## config.mk

```make
export PLATFORM = sky130hd
export DESIGN_NAME = csa_seq_adder
export DESIGN_NICKNAME = d
export VERILOG_FILES = /design/src/rtl/csa_pkg.sv /design/src/rtl/csa8.sv /design/src/rtl/csa_seq_adder.sv
export SDC_FILE = /design/constraint.sdc
export NUM_CORES = 1
export LEC_CHECK = 0
export ABC_CLOCK_PERIOD_IN_PS = 2200
export CAP_MARGIN = 20
export CELL_PAD_IN_SITES_DETAIL_PLACEMENT = 0
export CELL_PAD_IN_SITES_GLOBAL_PLACEMENT = 1
export CORE_UTILIZATION = 26
export DETAILED_ROUTE_END_ITERATION = 7
export HOLD_SLACK_MARGIN = 0.12
export PLACE_DENSITY = 0.56
export SLEW_MARGIN = 20
export SYNTH_ARGS = -nofsm -noshare
export SYNTH_HDL_FRONTEND = slang
export SYNTH_HIERARCHICAL = 1
export SYNTH_SLANG_ARGS = --single-unit
```

## constraint.sdc

```tcl
create_clock -name clk -period 2.2 [get_ports clk]
set_clock_uncertainty 0.05 [all_clocks]
set_input_delay 0.33 -clock clk [delete_from_list [all_inputs] [get_ports clk]]
set_output_delay 0.33 -clock clk [all_outputs]
set_load 0.02 [all_outputs]
```

## src/rtl/csa_pkg.sv

```systemverilog
// Shared types and constants for the sequential carry-select adder.
// The state enum and slice width are common to the sequencer and its helpers.
package csa_pkg;

    localparam int SLICE_W = 8;

    typedef enum logic [1:0] {
        IDLE,
        RUN,
        DONE
    } csa_seq_state_t;

    // Number of slice cycles needed to cover an operand of the given width.
    function automatic int slice_count(input int width);
        return width / SLICE_W;
    endfunction

endpackage

```

## src/rtl/csa8.sv

```systemverilog
// 8-bit carry-select adder slice.
// The low nibble ripples; the high nibble is precomputed for both carries and selected.
module csa8 (
    input  logic [7:0] a,
    input  logic [7:0] b,
    input  logic       cin,
    output logic [7:0] sum,
    output logic       cout
);

    logic [4:0] lo;
    logic [4:0] hi_c0;
    logic [4:0] hi_c1;

    always_comb begin
        lo    = {1'b0, a[3:0]} + {1'b0, b[3:0]} + {4'b0000, cin};
        hi_c0 = {1'b0, a[7:4]} + {1'b0, b[7:4]};
        hi_c1 = {1'b0, a[7:4]} + {1'b0, b[7:4]} + 5'd1;
    end

    // The low nibble's carry picks which precomputed high half is used.
    always_comb begin
        sum[3:0] = lo[3:0];
        if (lo[4]) begin
            sum[7:4] = hi_c1[3:0];
            cout     = hi_c1[4];
        end else begin
            sum[7:4] = hi_c0[3:0];
            cout     = hi_c0[4];
        end
    end

endmodule

```

## src/rtl/csa_seq_adder.sv

```systemverilog
// Sequencer that adds WIDTH-bit operands through one shared csa8 slice, LSB slice first,
// with valid/ready handshakes on both the operand and the result side.
module csa_seq_adder
    import csa_pkg::*;
#(
    parameter int WIDTH = 32
) (
    input  logic             clk,
    input  logic             rst,
    input  logic             start_valid,
    output logic             start_ready,
    input  logic [WIDTH-1:0] a,
    input  logic [WIDTH-1:0] b,
    input  logic             cin,
    output logic             res_valid,
    input  logic             res_ready,
    output logic [WIDTH-1:0] sum,
    output logic             cout,
    output logic             ovf,
    output logic             busy
);

    localparam int NSLICE = slice_count(WIDTH);
    localparam int IDX_W  = $clog2(NSLICE) + 1;

    if ((WIDTH % SLICE_W) != 0 || WIDTH < SLICE_W) begin : g_bad_width
        $error("csa_seq_adder: WIDTH must be a multiple of 8 and at least 8");
    end

    csa_seq_state_t state;
    csa_seq_state_t next_state;

    logic [WIDTH-1:0]   a_sh;
    logic [WIDTH-1:0]   b_sh;
    logic [WIDTH-1:0]   sum_q;
    logic [WIDTH-1:0]   sum_shift;
    logic               carry_q;
    logic [IDX_W-1:0]   idx_q;
    logic               a_msb_q;
    logic               b_msb_q;
    logic               cout_q;
    logic               ovf_q;
    logic               last_slice;
    logic [SLICE_W-1:0] slice_sum;
    logic               slice_cout;

    csa8 u_csa8 (
        .a    (a_sh[SLICE_W-1:0]),
        .b    (b_sh[SLICE_W-1:0]),
        .cin  (carry_q),
        .sum  (slice_sum),
        .cout (slice_cout)
    );

    assign last_slice = (idx_q == IDX_W'(NSLICE - 1));

    // Each new slice byte enters at the MSB end, so after NSLICE cycles the bytes are in order.
    if (WIDTH == SLICE_W) begin : g_single_slice
        assign sum_shift = slice_sum;
    end else begin : g_multi_slice
        assign sum_shift = {slice_sum, sum_q[WIDTH-1:SLICE_W]};
    end

    always_ff @(posedge clk) begin
        if (rst) begin
            state <= IDLE;
        end else begin
            state <= next_state;
        end
    end

    always_comb begin
        next_state = state;
        unique case (state)
            IDLE: if (start_valid) next_state = RUN;
            RUN:  if (last_slice) next_state = DONE;
            DONE: if (res_ready) next_state = IDLE;
            default: next_state = IDLE;
        endcase
    end

    always_comb begin
        start_ready = 1'b0;
        res_valid   = 1'b0;
        busy        = 1'b0;
        unique case (state)
            IDLE: start_ready = 1'b1;
            RUN:  busy = 1'b1;
            DONE: begin
                res_valid = 1'b1;
                busy      = 1'b1;
            end
            default: start_ready = 1'b0;
        endcase
    end

    // Datapath: operand capture in IDLE, one slice per cycle in RUN, results held otherwise.
    always_ff @(posedge clk) begin
        if (rst) begin
            a_sh    <= '0;
            b_sh    <= '0;
            sum_q   <= '0;
            carry_q <= 1'b0;
            idx_q   <= '0;
            a_msb_q <= 1'b0;
            b_msb_q <= 1'b0;
            cout_q  <= 1'b0;
            ovf_q   <= 1'b0;
        end else begin
            case (state)
                IDLE: begin
                    if (start_valid) begin
                        a_sh    <= a;
                        b_sh    <= b;
                        carry_q <= cin;
                        idx_q   <= '0;
                        a_msb_q <= a[WIDTH-1];
                        b_msb_q <= b[WIDTH-1];
                    end
                end
                RUN: begin
                    a_sh    <= a_sh >> SLICE_W;
                    b_sh    <= b_sh >> SLICE_W;
                    sum_q   <= sum_shift;
                    carry_q <= slice_cout;
                    if (last_slice) begin
                        cout_q <= slice_cout;
                        ovf_q  <= (a_msb_q == b_msb_q) && (slice_sum[SLICE_W-1] != a_msb_q);
                    end else begin
                        idx_q <= idx_q + IDX_W'(1);
                    end
                end
                default: begin
                end
            endcase
        end
    end

    assign sum  = sum_q;
    assign cout = cout_q;
    assign ovf  = ovf_q;

endmodule

```

# Word-level counts from Yosys, hierarchy flattened
# Cells that the tools add are included.
# classes
n_eq_ne	9
muxes	18
addsub	5
n_reduce_logical	9
# op_table
operator	count
32-bit case mux with 2 select lines	2
32-bit 2-to-1 mux	2
4-bit by 4-bit adder with 5-bit output	2
2-bit != test (second input constant)	4
2-bit 2-to-1 mux	3
3-bit 2-to-1 mux	2
2-bit case mux with 3 select lines	1
3-bit case mux with 2 select lines	1
2-bit AND reduction	3
3-bit AND reduction	2
5-bit by 1-bit adder with 5-bit output	1
5-bit by 1-bit adder with 5-bit output (second input constant)	1
1-bit 2-to-1 mux	5
4-bit 2-to-1 mux	1
3-bit by 1-bit adder with 3-bit output (second input constant)	1
3-bit by 2-bit == test with 1-bit output (second input constant)	1
2-bit by 1-bit == test with 1-bit output (second input constant)	1
2-bit == test (second input constant)	1
2-bit zero test	1
1-bit case mux with 2 select lines	1
2-bit nonzero test	1
2-bit OR reduction	1
1-bit == test	1
1-bit logical AND	1
1-bit != test	1
# word_totals
inputBits	69
wordCells	51
out_inout_bits	37
reg_bits	106

# Longest topological paths before layout
# Gate-level depths: netlist (run 1).
# depth
ltp_word	5
ltp_mapped	10

# Hierarchy
# The synthesis (run 1) kept the hierarchy.
# modules_own_cells
module	instances	cells_per_inst	seq_area_each_um2	area_each_um2
csa_seq_adder	1	453	2122.0	4535.6
csa8	1	47	0.0	381.6

# Worst setup path before layout (run 1)
# No wires, ideal clock.
# synth_path
path_type	register -> register
startpoint	register a_sh[0]
endpoint	register carry_q
setup_ps	86
arrival_time_ps	2277
setup_slack_ps	-212
path_stages_with_launch	10
path_buffers	0
cell_sequence	dfxtp_1 inv_1 fa_1 fa_1 nor2b_1 o21ai_1 a2111oi_2 xnor2_1 mux2i_1 a211oi_1
# synth_via
elab_chain_len	4
# synth_rtl
item	line_no	source
start: declaration	csa_seq_adder.sv:33	logic [WIDTH-1:0] a_sh;
start signal: assignment	csa_seq_adder.sv:122	a_sh <= a_sh >> SLICE_W;
4-bit by 4-bit adder with 5-bit output	csa8.sv:16	lo = {1'b0, a[3:0]} + {1'b0, b[3:0]} + {4'b0000, cin};
5-bit by 1-bit adder with 5-bit output	csa8.sv:16	
1-bit 2-to-1 mux	csa8.sv:24	if (lo[4]) begin
named net slice_cout	csa_seq_adder.sv:45	logic slice_cout;
1-bit case mux with 2 select lines	csa_seq_adder.sv:110	case (state)
end signal: assignment	csa_seq_adder.sv:115	carry_q <= cin;
end signal: assignment	csa_seq_adder.sv:125	carry_q <= slice_cout;
end: declaration	csa_seq_adder.sv:37	logic carry_q;
# The timed path passes the listed nets, and every way through them passes these cells.
# A chain may end at the register's enable or synchronous reset.

# Final worst setup path (run 1)
# layout_path
startpoint	register a_sh[0]
endpoint	register sum_q[29], in the netlist sum[29]
# layout_via
elab_chain_len	3
# layout_rtl
item	line_no	source
4-bit by 4-bit adder with 5-bit output	csa8.sv:16	
5-bit by 1-bit adder with 5-bit output	csa8.sv:16	
4-bit 2-to-1 mux	csa8.sv:24	
named net slice_sum[5]	csa_seq_adder.sv:44	logic [SLICE_W-1:0] slice_sum;
end signal: assignment	csa_seq_adder.sv:124	sum_q <= sum_shift;
end: declaration	csa_seq_adder.sv:35	logic [WIDTH-1:0] sum_q;
# The timed path passes the listed nets, and every way through them passes these cells.

==> impl_metrics.yaml, run 1 <==
outcome:
  status: "finished, violations left"
  violations: "setup timing"
critical_path:
  crit_slowest_cell: "fa_2"
  critPathMaxStageDelay_ns: 0.39
  cp.required_ns: 2.39
  start_kind: "flop"
  crit_arrival_ns: 2.54
  crit_chain: "inv_2, fa_2, fa_2, nor2b_4, o21ai_4, buf_4, buf_6, nand2_2, mux2_2, mux2i_1, nor2_1"
  crit_family: "adder cells"
  critPathMaxFanout: 3
  crit_top_cell: "fa_2"
  crit_type: "reg2reg"
  worst-path-buf-inv: 3
  endpoint_kind: "flop"
power_and_ir_drop:
  combinationalPowerShare_pct: 25.7
  p_int_w: 0.00390
  p_sw_w: 0.00158
  power_density_nw_per_um2: 821
  pwr-share-clk_pct: 33.4
  power_frac_seq_pct: 40.9
  swShare_pct: 28.8
  ir_drop_mv: 0.410
  p_leak_nw: 2.45
place:
  placed_cells: 812
  place_congestion: 0.717
  post-dp-hpwl_mm: 8.73
  portBuffers: 105
yosys:
  ys_seq_elements: 106
  synth_area_leaders: "dfxtp_1, mux2i_1, nor2_1"
  syn_inst: 500
  syn-cell-area_um2: 4920
  synth_edf_count: 0
  synth_cell_types: 43
  syn-num-nets: 586
  ys.flop_type: "dfxtp_1"
  yosysTopAreaCell: "dfxtp_1"
  avgSynthCellArea_um2: 9.83
  yosysWarnings: 6
  synth_top_area_share_pct: 43.2
  async_reset_ff_share_pct: 0
  ys_seq_area_share_pct: 43.2
detailed_routing:
  wl_met3_um: 744
  wl_met1_mm: 5.75
  first_iter_violations: 91
  drc: 0
  ant_nets: 0
  routed_via_density: 4.50
  dr.pass1.iters: 4
  avgRoutedWirePerCell_um: 14.4
  wl_mm: 12.0
  routed.top_layer: "met4"
  vias: 3746
  route.met2.wl_mm: 5.38
layout:
  nets: 685
  diodes: 0
  layout-drive-gt1-share_pct: 12.9
  final_cell_count_no_fill: 833
  area_delta_synth_final_pct: 35.8
floorplan:
  dieArea_um2: 19500
  initial_core_util_pct: 26.9
  core_area_um2: 18300
  die_w_um: 140
  fp-row-count: 49
  io_pins: 106
  die_y_um: 140
hold_path:
  hold_class: "in2reg"
global_route:
  track_usage_pct: 12.7
  grt_max_degree: 54
  grt_pass1_wl_mm: 19.3
  grt_remaining_overflow: 0
  grt_pass1_vias: 3686
  grt_antenna_before_repair: 1
timing:
  worst_pin_slew_ns: 0.785
  grt_setup_unrepaired: "yes"
  slew_viol_final: 0
  finalHoldViolCount: 0
  fin_crit_ns: 2.35
  timing.fmax_mhz: 425
  period_share_pct: 107
  setup_viol: 6
  slew-limit-headroom_pct: 46.6
  setup_slack_ns: -0.153
  hold-worst-slack_ns: 0.202
clock_network:
  cts_buffers: 9
  cts_max_path_buffers: 2
  clk_pin_slew_ns: 0.07
  ctsHtreeMaxLevel: 3
  cts_tree: "yes"
  clk_latency_ns: 0.35
  clock-sinks: 106
  root_buffer: "clkbuf_16"
  hold_buffers: 0
flow_run:
  drv_cap: 0
synthesized netlist by cell type (all sizes together) (2+ instances only):
master	instances
a22oi	14
a21oi	16
a211oi	49
fa	3
clkbuf	14
xor2	3
xnor2	4
inv	15
mux2	2
nand2	10
buf	26
nor3b	2
o31ai	2
dfxtp	106
mux2i	82
nand4	3
nor2b	5
ha	14
nor2	98
a21o	4
nand2b	7
nand3	6
stage by stage:
stage / util, % / total power [W] / setup slack (ns) / cell area (um2) / TNS (ns)
4_1_cts: 36.2 / 0.00554 / -0.134 / 6620 / -0.426
5_1_grt: 36.6 / 0.00578 / -0.257 / 6680 / -1.29
3_5_place_dp: 34.1 / 0.00366 / -0.194 / 6240 / -0.494
3_3_place_gp: 34.1 / 0.00365 / -0.139 / 6230 / -0.303
6_report: 36.6 / 0.00548 / -0.153 / 6680 / -0.529
2_1_floorplan: - / 0.00323 / -0.0409 / 4930 / -0.0409
final timing paths:
| path | cells past startpoint | slack [ns] | from | end |
|---|---|---|---|---|
| max | 11 | -0.15 | a_sh[0] | sum[29] |
| min | 2 | 0.20 | rst | a_sh[31] |
| max reg2reg | 11 | -0.15 | a_sh[0] | sum[29] |
| min reg2reg | 2 | 0.42 | a_msb_q | a_msb_q |
metal layers:
metal | GRT usage (%) | vias up
met5 | 0 | -
met4 | 4.62 | 0
li1 | - | 1954
met1 | 16.4 | 1675
met3 | 3.85 | 11
met2 | 19.8 | 106
cell usage in the layout, fill, tap and decap left out, drive strengths merged, types with 14 or more instances in the layout:
cell	netlist	final
a22oi	14	14
inv	15	16
clkdlybuf4s50	0	103
a211oi	49	49
nor2	98	98
mux2i	82	82
a21oi	16	16
ha	14	14
buf	26	24
dfxtp	106	106
registers in the layout, summed over array words and instances (netlist names):
signal and flops:
carry_q 1, ovf 1, state 2, cout 1, b_sh 32, b_msb_q 1
a_sh 32, idx_q 3, a_msb_q 1, sum 32
power by group through the flow:
stage	Clock, W	Sequential [W]	Combinational [W]
after CTS	0.00190	0.00225	0.00140
after floorplan	0	0.00227	0.000957
after global routing	0.00196	0.00227	0.00155
final	0.00183	0.00224	0.00141
after global placement	0	0.00228	0.00136
after detailed placement	0	0.00229	0.00137
final cells by class:
type	instances	area, um2
multi-input cells	339	2590
fillers	1848	11600
well taps	229	287
flip-flops and latches	106	2120
clock inverters	3	68.8
clock buffers	13	270
inverters	15	56.3
repair buffers	128	1280
what timing repair did:
item,CTS,global route
endpoints found under the hold margin,0,0
setup buffers,1,4
setup endpoints to repair,6,16
pin swaps,5,9
gates resized for setup,8,7
cell families (layout without fill, tap and decap cells):
kind of cell	Yosys count	in the layout	share of synthesized area (%)
and+or+nand+nor	139	139	12.3
DFF	106	106	43.2
AOI/OAI and AO/OA	92	92	15.5
muxes	84	84	17.2
buffers and inverters	55	159	5.78
adders and majority gates	17	17	4.78
xor gates and xnor gates	7	7	1.40
Power figures use the tool's default switching activity.
==> inputs of run 2 (changes only) <==
Settings changed: HOLD_SLACK_MARGIN 0.12 to 0.06.
==> results of run 2 <==
The final DEF is identical to that of run 1; final timing and power are the same.
